**src/rtl/divtest_ctrl.sv**
```systemverilog
// Control FSM for the 16-bit divide/primality datapath: trial division of n by d=2.. via repeated subtraction.
// Optional cycle-count output enabled by defining DIVTEST_CYCCNT_EN.
module divtest_ctrl #(
  parameter int unsigned MAX_CYCLES = 16'hFFFF,
  parameter int unsigned CNT_W      = 16
) (
  input  logic             clk,
  input  logic             rst,
  input  logic             start,
  input  logic [1:0]       s,
  output logic             remld,
  output logic             divld,
  output logic             resld,
  output logic             nbuf,
  output logic             rembuf,
  output logic [1:0]       zc,
  output logic [1:0]       sc,
  output logic             busy,
  output logic             done,
  output logic             err
`ifdef DIVTEST_CYCCNT_EN
  ,
  output logic [CNT_W-1:0] cycles
`endif
);

  typedef enum logic [3:0] {
    IDLE, INIT_DIV, CHK_DIV, INIT_REM, SUB, INC_DIV, RES1, RES0, DONE
  } state_t;

  typedef struct packed {
    logic       remld;
    logic       divld;
    logic       resld;
    logic       nbuf;
    logic       rembuf;
    logic [1:0] zc;
    logic [1:0] sc;
    logic       busy;
    logic       done;
  } ctl_t;

  localparam logic [CNT_W-1:0] WD_LIM = CNT_W'(MAX_CYCLES);

  state_t           state_q, state_d;
  ctl_t             ctl_q;
  logic             err_q, err_d;
  logic [CNT_W-1:0] cnt_q, cnt_d;
  logic             in_busy, wd_hit, sub_go;

  function automatic ctl_t decode(input state_t st);
    ctl_t c;
    c = '0;
    case (st)
      INIT_DIV: begin c.zc = 2'b11; c.sc = 2'b10; c.divld = 1'b1; c.busy = 1'b1; end
      CHK_DIV:  begin c.nbuf = 1'b1; c.zc = 2'b01; c.busy = 1'b1; end
      INIT_REM: begin c.nbuf = 1'b1; c.zc = 2'b00; c.remld = 1'b1; c.busy = 1'b1; end
      SUB:      begin c.rembuf = 1'b1; c.zc = 2'b01; c.busy = 1'b1; end
      INC_DIV:  begin c.zc = 2'b10; c.divld = 1'b1; c.busy = 1'b1; end
      RES1:     begin c.zc = 2'b11; c.sc = 2'b01; c.resld = 1'b1; c.busy = 1'b1; end
      RES0:     begin c.zc = 2'b11; c.sc = 2'b00; c.resld = 1'b1; c.busy = 1'b1; end
      DONE:     c.done = 1'b1;
      default:  c = '0;
    endcase
    return c;
  endfunction

  always_comb begin
    state_d = state_q;
    err_d   = err_q;
    cnt_d   = cnt_q;
    in_busy = state_q inside {INIT_DIV, CHK_DIV, INIT_REM, SUB, INC_DIV, RES1, RES0};
    wd_hit  = in_busy && (cnt_q == WD_LIM);
    if (in_busy) cnt_d = cnt_q + 1'b1;
    case (state_q)
      IDLE: if (start) begin
        state_d = INIT_DIV;
        err_d   = 1'b0;
        cnt_d   = '0;
      end
      INIT_DIV: state_d = CHK_DIV;
      CHK_DIV: begin
        if (s[0])      state_d = RES1;
        else if (s[1]) state_d = RES0;
        else           state_d = INIT_REM;
      end
      INIT_REM: state_d = SUB;
      SUB: begin
        if (s[0])      state_d = RES0;
        else if (s[1]) state_d = INC_DIV;
        else           state_d = SUB;
      end
      INC_DIV:    state_d = CHK_DIV;
      RES1, RES0: state_d = DONE;
      DONE:       state_d = IDLE;
      default:    state_d = IDLE;
    endcase
    if (wd_hit) begin
      state_d = RES0;
      err_d   = 1'b1;
    end
  end

  // Outputs are registered from the next state so they stay a pure function of state_q.
  always_ff @(posedge clk or posedge rst) begin
    if (rst) begin
      state_q <= IDLE;
      ctl_q   <= '0;
      err_q   <= 1'b0;
      cnt_q   <= '0;
    end else begin
      state_q <= state_d;
      ctl_q   <= decode(state_d);
      err_q   <= err_d;
      cnt_q   <= cnt_d;
    end
  end

  // rem is reloaded in SUB only while the subtraction stays positive.
  assign sub_go = (state_q == SUB) && (s == 2'b00) && !wd_hit;

  assign remld  = ctl_q.remld | sub_go;
  assign divld  = ctl_q.divld;
  assign resld  = ctl_q.resld;
  assign nbuf   = ctl_q.nbuf;
  assign rembuf = ctl_q.rembuf;
  assign zc     = ctl_q.zc;
  assign sc     = ctl_q.sc;
  assign busy   = ctl_q.busy;
  assign done   = ctl_q.done;
  assign err    = err_q;

`ifdef DIVTEST_CYCCNT_EN
  logic [CNT_W-1:0] cycles_q;

  always_ff @(posedge clk or posedge rst) begin
    if (rst)                  cycles_q <= '0;
    else if (state_d == DONE) cycles_q <= cnt_d;
  end

  assign cycles = cycles_q;
`endif

endmodule

```
**config.mk**
```make
export PLATFORM = sky130hd
export DESIGN_NAME = divtest_ctrl
export DESIGN_NICKNAME = d
export VERILOG_FILES = /design/src/rtl/divtest_ctrl.sv
export SDC_FILE = /design/constraint.sdc
export NUM_CORES = 1
export LEC_CHECK = 0
export ABC_AREA = 1
export BUFFER_PORTS_ARGS = -buffer_cell sky130_fd_sc_hd__buf_4
export CAP_MARGIN = 0
export CORE_MARGIN = 5
export CORE_UTILIZATION = 52
export DETAILED_ROUTE_END_ITERATION = 12
export PLACE_DENSITY_LB_ADDON = 0.3
export SYNTH_ARGS = -nofsm -noshare
export SYNTH_HDL_FRONTEND = slang
export SYNTH_SLANG_ARGS = --single-unit
```
**constraint.sdc**
```tcl
create_clock -name clk -period 1.4 [get_ports clk]
set_input_delay 0.14 -clock clk [delete_from_list [all_inputs] [get_ports clk]]
set_output_delay 0.14 -clock clk [all_outputs]
set_load 0.1 [all_outputs]
```
==> impl_metrics.env, run 1 <==
export IMPL_skew_ns=0.007807
export IMPL_power_mw=5.058
export IMPL_top_level_ports=17
export IMPL_dpl_hpwl_um=2343
export IMPL_gp_congestion=0.8844
export IMPL_critPathMaxStageDelay_ns=0.46
export IMPL_syn_area_um2=1599
export IMPL_stdcell_count=289
export IMPL_cts_buffer_depth=2
export IMPL_outcome="complete, but fails checks"
export IMPL_diodes=0
export IMPL_grt_usage=0.1745
export IMPL_max_freq_mhz=580.1
export IMPL_fill_cells=200
export IMPL_violations="setup timing"
export IMPL_rr_startpoint="cnt_q[0]"
export IMPL_drive_above_1_share=0.3984
export IMPL_gr_total_overflow=0
export IMPL_start_util=0.5325
export IMPL_worstHoldStart="s[1]"
export IMPL_syn2layout_area_growth_pct=39.12
export IMPL_wl_per_cell_um=12.57
export IMPL_leakage_nw=1.173
export IMPL_grt_start_max_net_pins=33
export IMPL_arrival_ns=1.58
export IMPL_final_hold_violation_count=0
export IMPL_ir_drop_mv=1.434
export IMPL_clock_sinks=32
export IMPL_worst_pin_slew_ns=0.3942
export IMPL_dpl_cell_area_um2=1946
export IMPL_critPathMaxFanout=4
export IMPL_grt_util_met2=0.3034
export IMPL_max_slew_margin=0.7372
export IMPL_crit_required_ns=1.26
export IMPL_crit_path_top_delay_cell="dfrtp_1"
export IMPL_yosysWarnings=0
export IMPL_reg2regPathDepth=10
export IMPL_synthDistinctLibCells=24
export IMPL_syn_num_nets=207
export IMPL_power_density_nw_per_um2=2274
export IMPL_met3_usage=0.05128
export IMPL_crit_chain="nor2_1 > nand2_1 > inv_1 > a31o_4 > buf_12"
export IMPL_seq_area_um2=800.8
export IMPL_grt_util_met1=0.2031
export IMPL_ant_nets=0
export IMPL_grt_pass1_wl_um=5685
export IMPL_hp_class="in2reg"
export IMPL_rows=20
export IMPL_nNetsFinal=261
export IMPL_worst_setup_path_start_kind="flop"
export IMPL_crit_family="flip-flops"
export IMPL_r2r_end="cnt_q[14]"
export IMPL_synth_seq_area_share=0.5008
export IMPL_dieWidth_um=65.46
export IMPL_cts_htree_levels=2
export IMPL_multi_input_area_um2=762.0
export IMPL_antenna_found_initial=0
export IMPL_fin_crit_ns=1.724
export IMPL_reg2reg_slack_ns=-0.11
export IMPL_hold_depth=5
export IMPL_die_h_um=65.46
export IMPL_tritoncts="yes"
export IMPL_drv_slew=0
export IMPL_vias=1465
export IMPL_setup_tns_final_ns=-1.319
export IMPL_path_class="reg2out"
export IMPL_cap_violations=0
export IMPL_core_um2=3003
export IMPL_cts_root_buf="clkbuf_4"
export IMPL_crit_path_end_kind="output port"
export IMPL_dr_pass1_iters=4
export IMPL_route_detailed_drc=0
export IMPL_clk_pin_slew_worst_paths_ns=0.10
export IMPL_rsz0062_at_grt="yes"
export IMPL_cts_buffers=5
export IMPL_io_buffers=16
export IMPL_timing_final_crit_share=1.231
export IMPL_hold_path_endpoint="busy"
export IMPL_syn_area_per_cell_um2=7.955
export IMPL_cp_num_buf_inv=2
export IMPL_clkLatencyLatePin_ns=0.34
export IMPL_vias_per_cell=5.069
export IMPL_setup_ws_ns=-0.3238
export IMPL_place_inst=269
export IMPL_syn_inst=201
export IMPL_place_ws_ns=-0.05961
export IMPL_finish_instance_area_um2=2225
export IMPL_ys_ff_latch=32
export IMPL_final_setup_viol_count=19
export IMPL_top_usage_layer="met2"
export IMPL_grt_pass1_vias=1345
export IMPL_drt_iter0_drc=90
export IMPL_routed_wl_um=3633
export IMPL_dieArea_um2=4284
logic make-up (layout without fill, tap and decap cells):
group	count (synthesis)	in the layout	synth area share
simple gates	105	105	0.2950
flops	32	32	0.5008
fa+ha+maj	1	1	0.007823
xor+xnor	2	2	0.01096
buf+inv	36	91	0.09389
compound gates	25	25	0.09155
sequential cells by signal, summed over array words and instances (netlist names):
name	count
rembuf	1
zc	2
ctl_q	1
done	1
nbuf	1
divld	1
resld	1
cnt_q	16
err	1
sc	2
state_q	4
busy	1
cell usage after synthesis:
master	n	area, um2
inv_1	28	105.1
nand3_2	3	30.03
a31o_2	1	8.760
nand2_1	37	138.9
xnor2_1	1	8.760
o21ai_1	1	5.000
nor2_1	35	131.4
a21oi_4	1	16.27
nand4_1	1	6.260
inv_2	3	11.26
dfrtp_1	32	800.8
ha_1	1	12.51
nor3_1	7	35.03
clkbuf_1	1	3.750
a21oi_2	1	8.760
xor2_1	1	8.760
nand3_1	14	70.07
a21oi_1	9	45.04
nor2_2	1	6.260
nor2_4	2	22.52
o21ai_0	10	50.05
a31oi_1	2	12.51
nand2_2	5	31.28
buf_4	4	30.03
repair_timing:
item | 4_1_cts | 5_1_grt
hold endpoints to repair | 32 | 0
hold buffers | 1 | 0
gates resized for setup | 13 | 26
buffers inserted | 4 | 7
setup endpoints to repair | 9 | 22
pin swaps | 7 | 11
worst max path at each step:
stage	startpoint	endpoint	slack (ns)	cells after the start
floorplan	state_q[0]	remld	0.001	4
finish	state_q[3]	remld	-0.32	5
CTS	cnt_q[0]	remld	-0.36	6
global route	state_q[3]	remld	-0.41	5
global placement	cnt_q[11]	zc[0]	-0.07	10
detailed placement	cnt_q[11]	zc[0]	-0.06	10
cell type report:
type | instances | share of cell area
multi-input combinational | 133 | 0.3425
tap | 33 | 0.01856
clock inverter | 3 | 0.01912
timing repair buffer | 52 | 0.1895
clock buffer | 5 | 0.01687
inverter | 31 | 0.05343
sequential | 32 | 0.3600
placed cells by master, fill, tap and decap left out, types with 2 or more instances in the layout:
master and instances:
a21oi_1 7, a21oi_2 3, a31oi_1 2, buf_12 2, buf_4 48, clkbuf_4 5, dfrtp_1 32, inv_1 24
inv_2 6, nand2_1 29, nand2_2 10, nand2_4 3, nand3_1 11, nand3_2 6, nor2_1 32, nor2_4 5
nor3_1 4, nor3_2 3, o21ai_0 3, o21ai_1 6, o21ai_2 2
worst min-delay path, cell delays in order:
cell	delay, ns
buf_4	0.08
nor2_1	0.07
nand2_1	0.08
a21oi_2	0.09
nand3_1	0.08
metrics by stage:
step,util,hold slack [ns]
floorplan,-,0.2562
global placement,0.6479,0.2479
detailed placement,0.6479,0.2563
CTS,0.6988,0.2079
global route,0.7408,0.2447
finish,0.7408,0.2355
routing by layer:
metal,vias up,share of wire
met4,0,0.017
met3,7,0.038
li1,742,-
met2,29,0.51
met5,-,0
met1,687,0.43
where the power goes:
group / internal, mW / switching (mW) / leakage, nW
registers: 1.18 / 0.141 / 0.424
clock network: 0.372 / 0.336 / 0.0412
logic: 0.973 / 2.06 / 0.708
total: 2.52 / 2.54 / 1.17
Power figures use the tool's default switching activity.
==> inputs of run 2 (changes only) <==
--- a/config.mk
+++ b/config.mk
@@ -9,7 +9,8 @@
 export BUFFER_PORTS_ARGS = -buffer_cell sky130_fd_sc_hd__buf_4
 export CAP_MARGIN = 0
 export CORE_MARGIN = 5
-export CORE_UTILIZATION = 52
+export CORE_UTILIZATION = 54
+export CTS_BUF_LIST = sky130_fd_sc_hd__clkbuf_4
 export DETAILED_ROUTE_END_ITERATION = 12
 export PLACE_DENSITY_LB_ADDON = 0.3
 export SYNTH_ARGS = -nofsm -noshare
==> run 2 against run 1 <==
Compared with the run above: the run still ends with setup timing left; combinational power grew 30%; power rose by 20%; clock skew rose by 0.019 ns; clock-buffer cell count did not move; sequential power rose by 5%; final cell count up 2.8%; routed wire length up 63%; fmax is 5.7% lower; first-iteration DRC count up 120%; largest cell class is now multi-input gates.
==> impl_metrics.env, run 2 (synthesized netlist as in run 1, its figures left out) <==
export IMPL_outcome="complete, but fails checks"
export IMPL_leakage_nw=1.262
export IMPL_power_density_nw_per_um2=2407
export IMPL_dieWidth_um=64.42
export IMPL_vias_per_cell=6.081
export IMPL_ant_nets=0
export IMPL_grt_usage=0.2111
export IMPL_wl_per_cell_um=19.90
export IMPL_violations="setup timing"
export IMPL_cap_violations=0
export IMPL_vias=1806
export IMPL_gr_total_overflow=0
export IMPL_cts_buffer_depth=2
export IMPL_rows=19
export IMPL_crit_family="simple AND/OR/NAND/NOR gates"
export IMPL_skew_ns=0.02663
export IMPL_die_h_um=64.42
export IMPL_max_freq_mhz=546.9
export IMPL_gp_congestion=0.8787
export IMPL_route_detailed_drc=0
export IMPL_start_util=0.5700
export IMPL_crit_path_top_delay_cell="dfrtp_1"
export IMPL_regMostFlops="cnt_q"
export IMPL_grt_pass1_wl_um=6734
export IMPL_timing_critical_path_mode_cell="buf_4"
export IMPL_drt_iter0_drc=201
export IMPL_tritoncts="yes"
export IMPL_critPathMaxFanout=4
export IMPL_final_setup_viol_count=26
export IMPL_antenna_found_initial=0
export IMPL_dr_pass1_iters=4
export IMPL_drive_above_1_share=0.4962
export IMPL_crit_chain="ha_4 > buf_4 > buf_4 > nand2_1 > inv_2 > nand3_2 > nor2_4 > nand4_1 > o21ai_1 > nor2_1"
export IMPL_largest_reg_flops=16
export IMPL_final_cell_mix="49 x buf_4, 31 x dfrtp_1, 25 x nor2_1, 25 x nand2_1, 20 x inv_1"
export IMPL_layout_commonest_cell="buf_4"
export IMPL_rsz0062_at_grt="yes"
export IMPL_path_class="reg2reg"
export IMPL_crit_path_end_kind="flop"
export IMPL_drv_slew=0
export IMPL_cp_num_buf_inv=3
export IMPL_max_slew_margin=0.7242
export IMPL_worst_pin_slew_ns=0.4136
export IMPL_clock_sinks=32
export IMPL_dpl_hpwl_um=2608
export IMPL_grt_pass1_vias=1571
export IMPL_syn2layout_area_growth_pct=57.20
export IMPL_nNetsFinal=271
export IMPL_cts_buffers=5
export IMPL_cts_root_buf="clkbuf_4"
export IMPL_fin_crit_ns=1.828
export IMPL_clk_pin_slew_worst_paths_ns=0.13
export IMPL_timing_final_crit_share=1.306
export IMPL_place_inst=271
export IMPL_setup_tns_final_ns=-4.476
export IMPL_ir_drop_mv=1.199
export IMPL_core_um2=2805
export IMPL_io_buffers=16
export IMPL_clkLatencyLatePin_ns=0.35
export IMPL_place_ws_ns=-0.06619
export IMPL_setup_ws_ns=-0.4285
export IMPL_final_hold_violation_count=0
export IMPL_fill_cells=95
export IMPL_dieArea_um2=4149
export IMPL_routed_wl_um=5911
export IMPL_grt_start_max_net_pins=33
export IMPL_arrival_ns=2.08
export IMPL_hp_class="in2reg"
export IMPL_cts_htree_levels=2
export IMPL_top_level_ports=17
export IMPL_crit_required_ns=1.65
export IMPL_largest_registers="cnt_q (16), state_q (4)"
export IMPL_stdcell_count=297
export IMPL_worst_setup_path_start_kind="flop"
export IMPL_critPathMaxStageDelay_ns=0.43
export IMPL_diodes=0
-- run 2: worst paths after layout --
check                      slack (ns)  cells after the start          to  startpoint
min                              0.25                      5        busy        s[1]
min in group asynchronous        0.43                      4       divld         rst
max                             -0.43                     10   cnt_q[14]    cnt_q[1]
min reg2reg                      0.55                      2         err         err
max in group asynchronous        0.62                      4  state_q[3]         rst
max reg2reg                     -0.43                     10   cnt_q[14]    cnt_q[1]
-- run 2: power breakdown --
| part | switching [mW] | leakage [nW] | internal (mW) |
|---|---|---|---|
| logic | 2.61 | 0.798 | 1.32 |
| registers | 0.207 | 0.423 | 1.18 |
| clock network | 0.363 | 0.0412 | 0.372 |
| total | 3.18 | 1.26 | 2.87 |
-- run 2: repair_timing --
| item | CTS | global route |
|---|---|---|
| buffers inserted | 7 | 13 |
| pin swaps | 10 | 20 |
| gates resized for setup | 16 | 76 |
| gates cloned | 0 | 1 |
| setup endpoints to repair | 14 | 25 |
| endpoints found under the hold margin | 32 | 0 |
| hold buffers | 1 | 0 |
-- run 2: worst min-delay path, cell delays in order --
cell     delay, ns
buf_4         0.09
nor2_1        0.07
nand2_2       0.09
a21oi_4       0.09
nand3_1       0.09
-- run 2: cell type report --
cell class                 instances  area [um2]  area share
inverter                          31       126.4     0.05027
sequential                        32       802.0      0.3191
tap                               31       38.79     0.01543
multi-input combinational        133       919.6      0.3659
clock buffer                       5       37.54     0.01493
timing repair buffer              62       546.8      0.2175
clock inverter                     3       42.54     0.01692
-- run 2: per-layer routing --
metal  up-vias  track usage  share of wire  wire length [um]
met5         -            0              0                 0
met4         0       0.1003          0.059               349
met3        48      0.07427          0.078               461
met2       137       0.3737           0.51              3026
met1       861       0.2244           0.35              2074
li1        760            -              -                 -
-- run 2: per-stage QoR --
stage          power (mW)  hold slack [ns]  area (um2)    util
2_1_floorplan       3.301           0.2562        1625       -
4_1_cts             4.797           0.2036        2138  0.7623
3_5_place_dp        3.946           0.2499        1961  0.6989
3_3_place_gp        3.881           0.2402        1961  0.6989
5_1_grt             6.273           0.2575        2514  0.8961
6_report            6.051           0.2484        2514  0.8961
==> inputs of run 3 (changes only) <==
--- a/config.mk
+++ b/config.mk
@@ -5,11 +5,11 @@
 export SDC_FILE = /design/constraint.sdc
 export NUM_CORES = 1
 export LEC_CHECK = 0
-export ABC_AREA = 1
 export BUFFER_PORTS_ARGS = -buffer_cell sky130_fd_sc_hd__buf_4
 export CAP_MARGIN = 0
+export CORE_ASPECT_RATIO = 0.9
 export CORE_MARGIN = 5
-export CORE_UTILIZATION = 54
+export CORE_UTILIZATION = 53
 export CTS_BUF_LIST = sky130_fd_sc_hd__clkbuf_4
 export DETAILED_ROUTE_END_ITERATION = 12
 export PLACE_DENSITY_LB_ADDON = 0.3
==> run 3 against run 2 <==
Compared with the run above: the flow still finishes with violations (setup timing); design area down 9.6%; via count down 27%; combinational power down 10%; critical path depth down 4; critical endpoint is now remld.
==> impl_metrics.env, run 3 <==
export IMPL_regMostFlops="cnt_q"
export IMPL_cts_htree_levels=2
export IMPL_r2r_end="zc[0]"
export IMPL_crit_path_end_kind="output port"
export IMPL_cap_violations=0
export IMPL_top_level_ports=17
export IMPL_ant_nets=0
export IMPL_grt_start_max_net_pins=33
export IMPL_cts_buffer_depth=2
export IMPL_fin_util=0.8483
export IMPL_clkLatencyLatePin_ns=0.33
export IMPL_comb_power_share=0.658
export IMPL_power_density_nw_per_um2=2361
export IMPL_syn_area_um2=1443
export IMPL_grt_usage=0.2122
export IMPL_gp_congestion=0.8640
export IMPL_syn_num_nets=144
export IMPL_final_hold_violation_count=0
export IMPL_met2_length_um=2153
export IMPL_seq_area_um2=802.0
export IMPL_dieArea_um2=3867
export IMPL_rows=18
export IMPL_grt_pass1_wl_um=6203
export IMPL_drv_slew=0
export IMPL_antenna_found_initial=0
export IMPL_violations="setup timing"
export IMPL_dpl_hpwl_um=2306
export IMPL_p_int_mw=2.856
export IMPL_stdcell_count=237
export IMPL_reg2regPathDepth=8
export IMPL_rr_startpoint="state_q[2]"
export IMPL_outcome="complete, but fails checks"
export IMPL_syn_area_per_cell_um2=10.45
export IMPL_final_cell_mix="54 x buf_4, 31 x dfrtp_1, 20 x nor2_1, 11 x buf_6, 10 x xor2_1"
export IMPL_leakage_nw=1.095
export IMPL_clock_sinks=32
export IMPL_vias=1313
export IMPL_synth_edf_count=0
export IMPL_routed_wl_um=4046
export IMPL_yosysTopAreaCell="dfrtp_1"
export IMPL_drt_iter0_drc=54
export IMPL_timing_final_crit_share=1.398
export IMPL_io_buffers=16
export IMPL_setup_ws_ns=-0.5571
export IMPL_tritoncts="yes"
export IMPL_worst_pin_slew_ns=0.3882
export IMPL_ys_ff_latch=32
export IMPL_crit_family="simple AND/OR/NAND/NOR gates"
export IMPL_power_mw=5.367
export IMPL_critPathMaxStageDelay_ns=0.37
export IMPL_rsz0062_at_grt="yes"
export IMPL_final_setup_viol_count=32
export IMPL_syn2layout_area_growth_pct=57.59
export IMPL_grt_pass1_vias=1378
export IMPL_cp_num_buf_inv=1
export IMPL_worst_setup_path_start_kind="flop"
export IMPL_top_layer_used="met4"
export IMPL_route_detailed_drc=0
export IMPL_start_util=0.5383
export IMPL_drive_above_1_share=0.5556
export IMPL_arrival_ns=1.82
export IMPL_clk_pin_slew_worst_paths_ns=0.09
export IMPL_fin_crit_ns=1.957
export IMPL_max_slew_margin=0.7388
export IMPL_syn_inst=138
export IMPL_seqPwrFrac=0.242
export IMPL_synth_seq_area_share=0.5551
export IMPL_yosysWarnings=0
export IMPL_cts_buffers=5
export IMPL_path_class="reg2out"
export IMPL_hp_class="in2reg"
export IMPL_crit_chain="ha_2 > nand3b_1 > nor4_4 > nand3_2 > a31o_4 > buf_12"
export IMPL_layout_commonest_cell="buf_4"
export IMPL_async_flop_share=1.000
export IMPL_core_um2=2680
export IMPL_reg2reg_slack_ns=-0.46
export IMPL_ir_drop_mv=2.030
export IMPL_cp_endpoint="remld"
export IMPL_largest_registers="cnt_q (16), state_q (4)"
export IMPL_synthDistinctLibCells=33
export IMPL_wl_met3_um=142
export IMPL_switching_power_mw=2.512
export IMPL_path_depth=6
export IMPL_synth_top_area_share=0.5551
export IMPL_multi_input_area_um2=792.0
export IMPL_startpoint="cnt_q[0]"
export IMPL_die_h_um=59.50
export IMPL_cts_root_buf="clkbuf_4"
export IMPL_synthFlopType="dfrtp_1"
export IMPL_fill_cells=135
export IMPL_wl_met1_um=1703
export IMPL_power_frac_clock=0.100
export IMPL_dieWidth_um=65.00
export IMPL_crit_required_ns=1.26
export IMPL_largest_reg_flops=16
export IMPL_wl_per_cell_um=17.07
export IMPL_p_sw_frac=0.4679
export IMPL_skew_ns=0.005429
export IMPL_dr_pass1_iters=5
export IMPL_critPathMaxFanout=2
export IMPL_diodes=0
export IMPL_crit_path_top_delay_cell="dfrtp_1"
export IMPL_gr_total_overflow=0
export IMPL_post_synth_top_count_cell="dfrtp_1"
export IMPL_nNetsFinal=212
export IMPL_max_freq_mhz=511.0
export IMPL_vias_per_cell=5.540
export IMPL_synthTopCellsByCount="32 x dfrtp_1, 23 x nor2_1, 10 x xor2_1, 8 x nand2_1, 7 x nand3_1"
export IMPL_place_inst=215
export IMPL_ys_top_cells_by_area="dfrtp_1 56%, xor2_1 6.1%, nor2_1 6.0%, xnor2_1 3.0%, and3_1 2.6%"
run 3: cell count changes after synthesis, sizes merged, moves of 3 or more:
cell,change
nand4,+3
and3,+6
nor2,-15
o21ai,-7
xor2,+9
nor4,+3
nand3,-9
xnor2,+4
nand2,-34
a21oi,-8
inv,-28
run 3: how the worst min path moves through the flow:
stage            endpoint  slack [ns]  cells after the start   from
2_1_floorplan        busy        0.26                      1    rst
3_3_place_gp         nbuf        0.24                      3    rst
3_5_place_dp         nbuf        0.26                      3    rst
4_1_cts        state_q[0]        0.35                      5  start
5_1_grt        state_q[0]        0.38                      5  start
6_report       state_q[0]        0.37                      5  start
run 3: layout make-up:
| class | count | share of cell area |
|---|---|---|
| sequential | 32 | 0.3528 |
| clock buffer | 7 | 0.02312 |
| tap | 30 | 0.01651 |
| timing repair buffer | 68 | 0.2526 |
| multi-input combinational | 96 | 0.3484 |
| inverter | 3 | 0.004953 |
| clock inverter | 1 | 0.001651 |
run 3: metrics by stage:
step                      TNS (ns)  hold WS [ns]  setup WS, ns  cell area (um2)
after detailed placement    -2.874        0.2604       -0.2812             1872
after global placement      -1.793        0.2449       -0.2111             1872
after CTS                   -3.989        0.3479       -0.5249             2117
final                       -6.480        0.3693       -0.5571             2273
after global routing        -9.087        0.3788       -0.6453             2273
after floorplan             -1.921        0.2561       -0.3319             1475
run 3: cells by family (layout without fill, tap and decap cells):
group                      Yosys count  in the layout  share of synthesized area
buffers and inverters               10             79                    0.03816
adders and majority gates            2              2                    0.01648
xor gates and xnor gates            15             15                    0.09106
DFF                                 32             32                     0.5551
and+or+nand+nor                     66             66                     0.2376
AOI/OAI and AO/OA                   13             13                    0.06157
run 3: power by group through the flow:
stage | clock network, mW | registers [mW] | logic [mW]
after floorplan | 0 | 1.79 | 1.32
after global placement | 0 | 1.30 | 2.60
after detailed placement | 0 | 1.31 | 2.65
after CTS | 0.534 | 1.29 | 2.99
after global routing | 0.586 | 1.32 | 3.72
final | 0.537 | 1.30 | 3.53
run 3: repair_timing:
| item | CTS | global route |
|---|---|---|
| hold endpoints to repair | 32 | 0 |
| hold buffers | 1 | 0 |
| resized for setup | 26 | 28 |
| pin swaps | 19 | 25 |
| setup endpoints to repair | 26 | 32 |
| setup buffers | 7 | 7 |
run 3: worst reg2reg max path, cell delays in order (launching register included):
cell and delay [ns]:
dfrtp_1 0.41, buf_4 0.15, buf_6 0.11, buf_4 0.14
a21oi_2 0.11, o22ai_1 0.09, nor2b_1 0.16, maj3_2 0.29
or3_1 0.30
run 3: per-layer routing:
metal	vias to the layer above	track usage
li1	604	-
met1	676	0.2564
met2	25	0.3630
met3	8	0.05313
met4	0	0.09036
met5	-	0
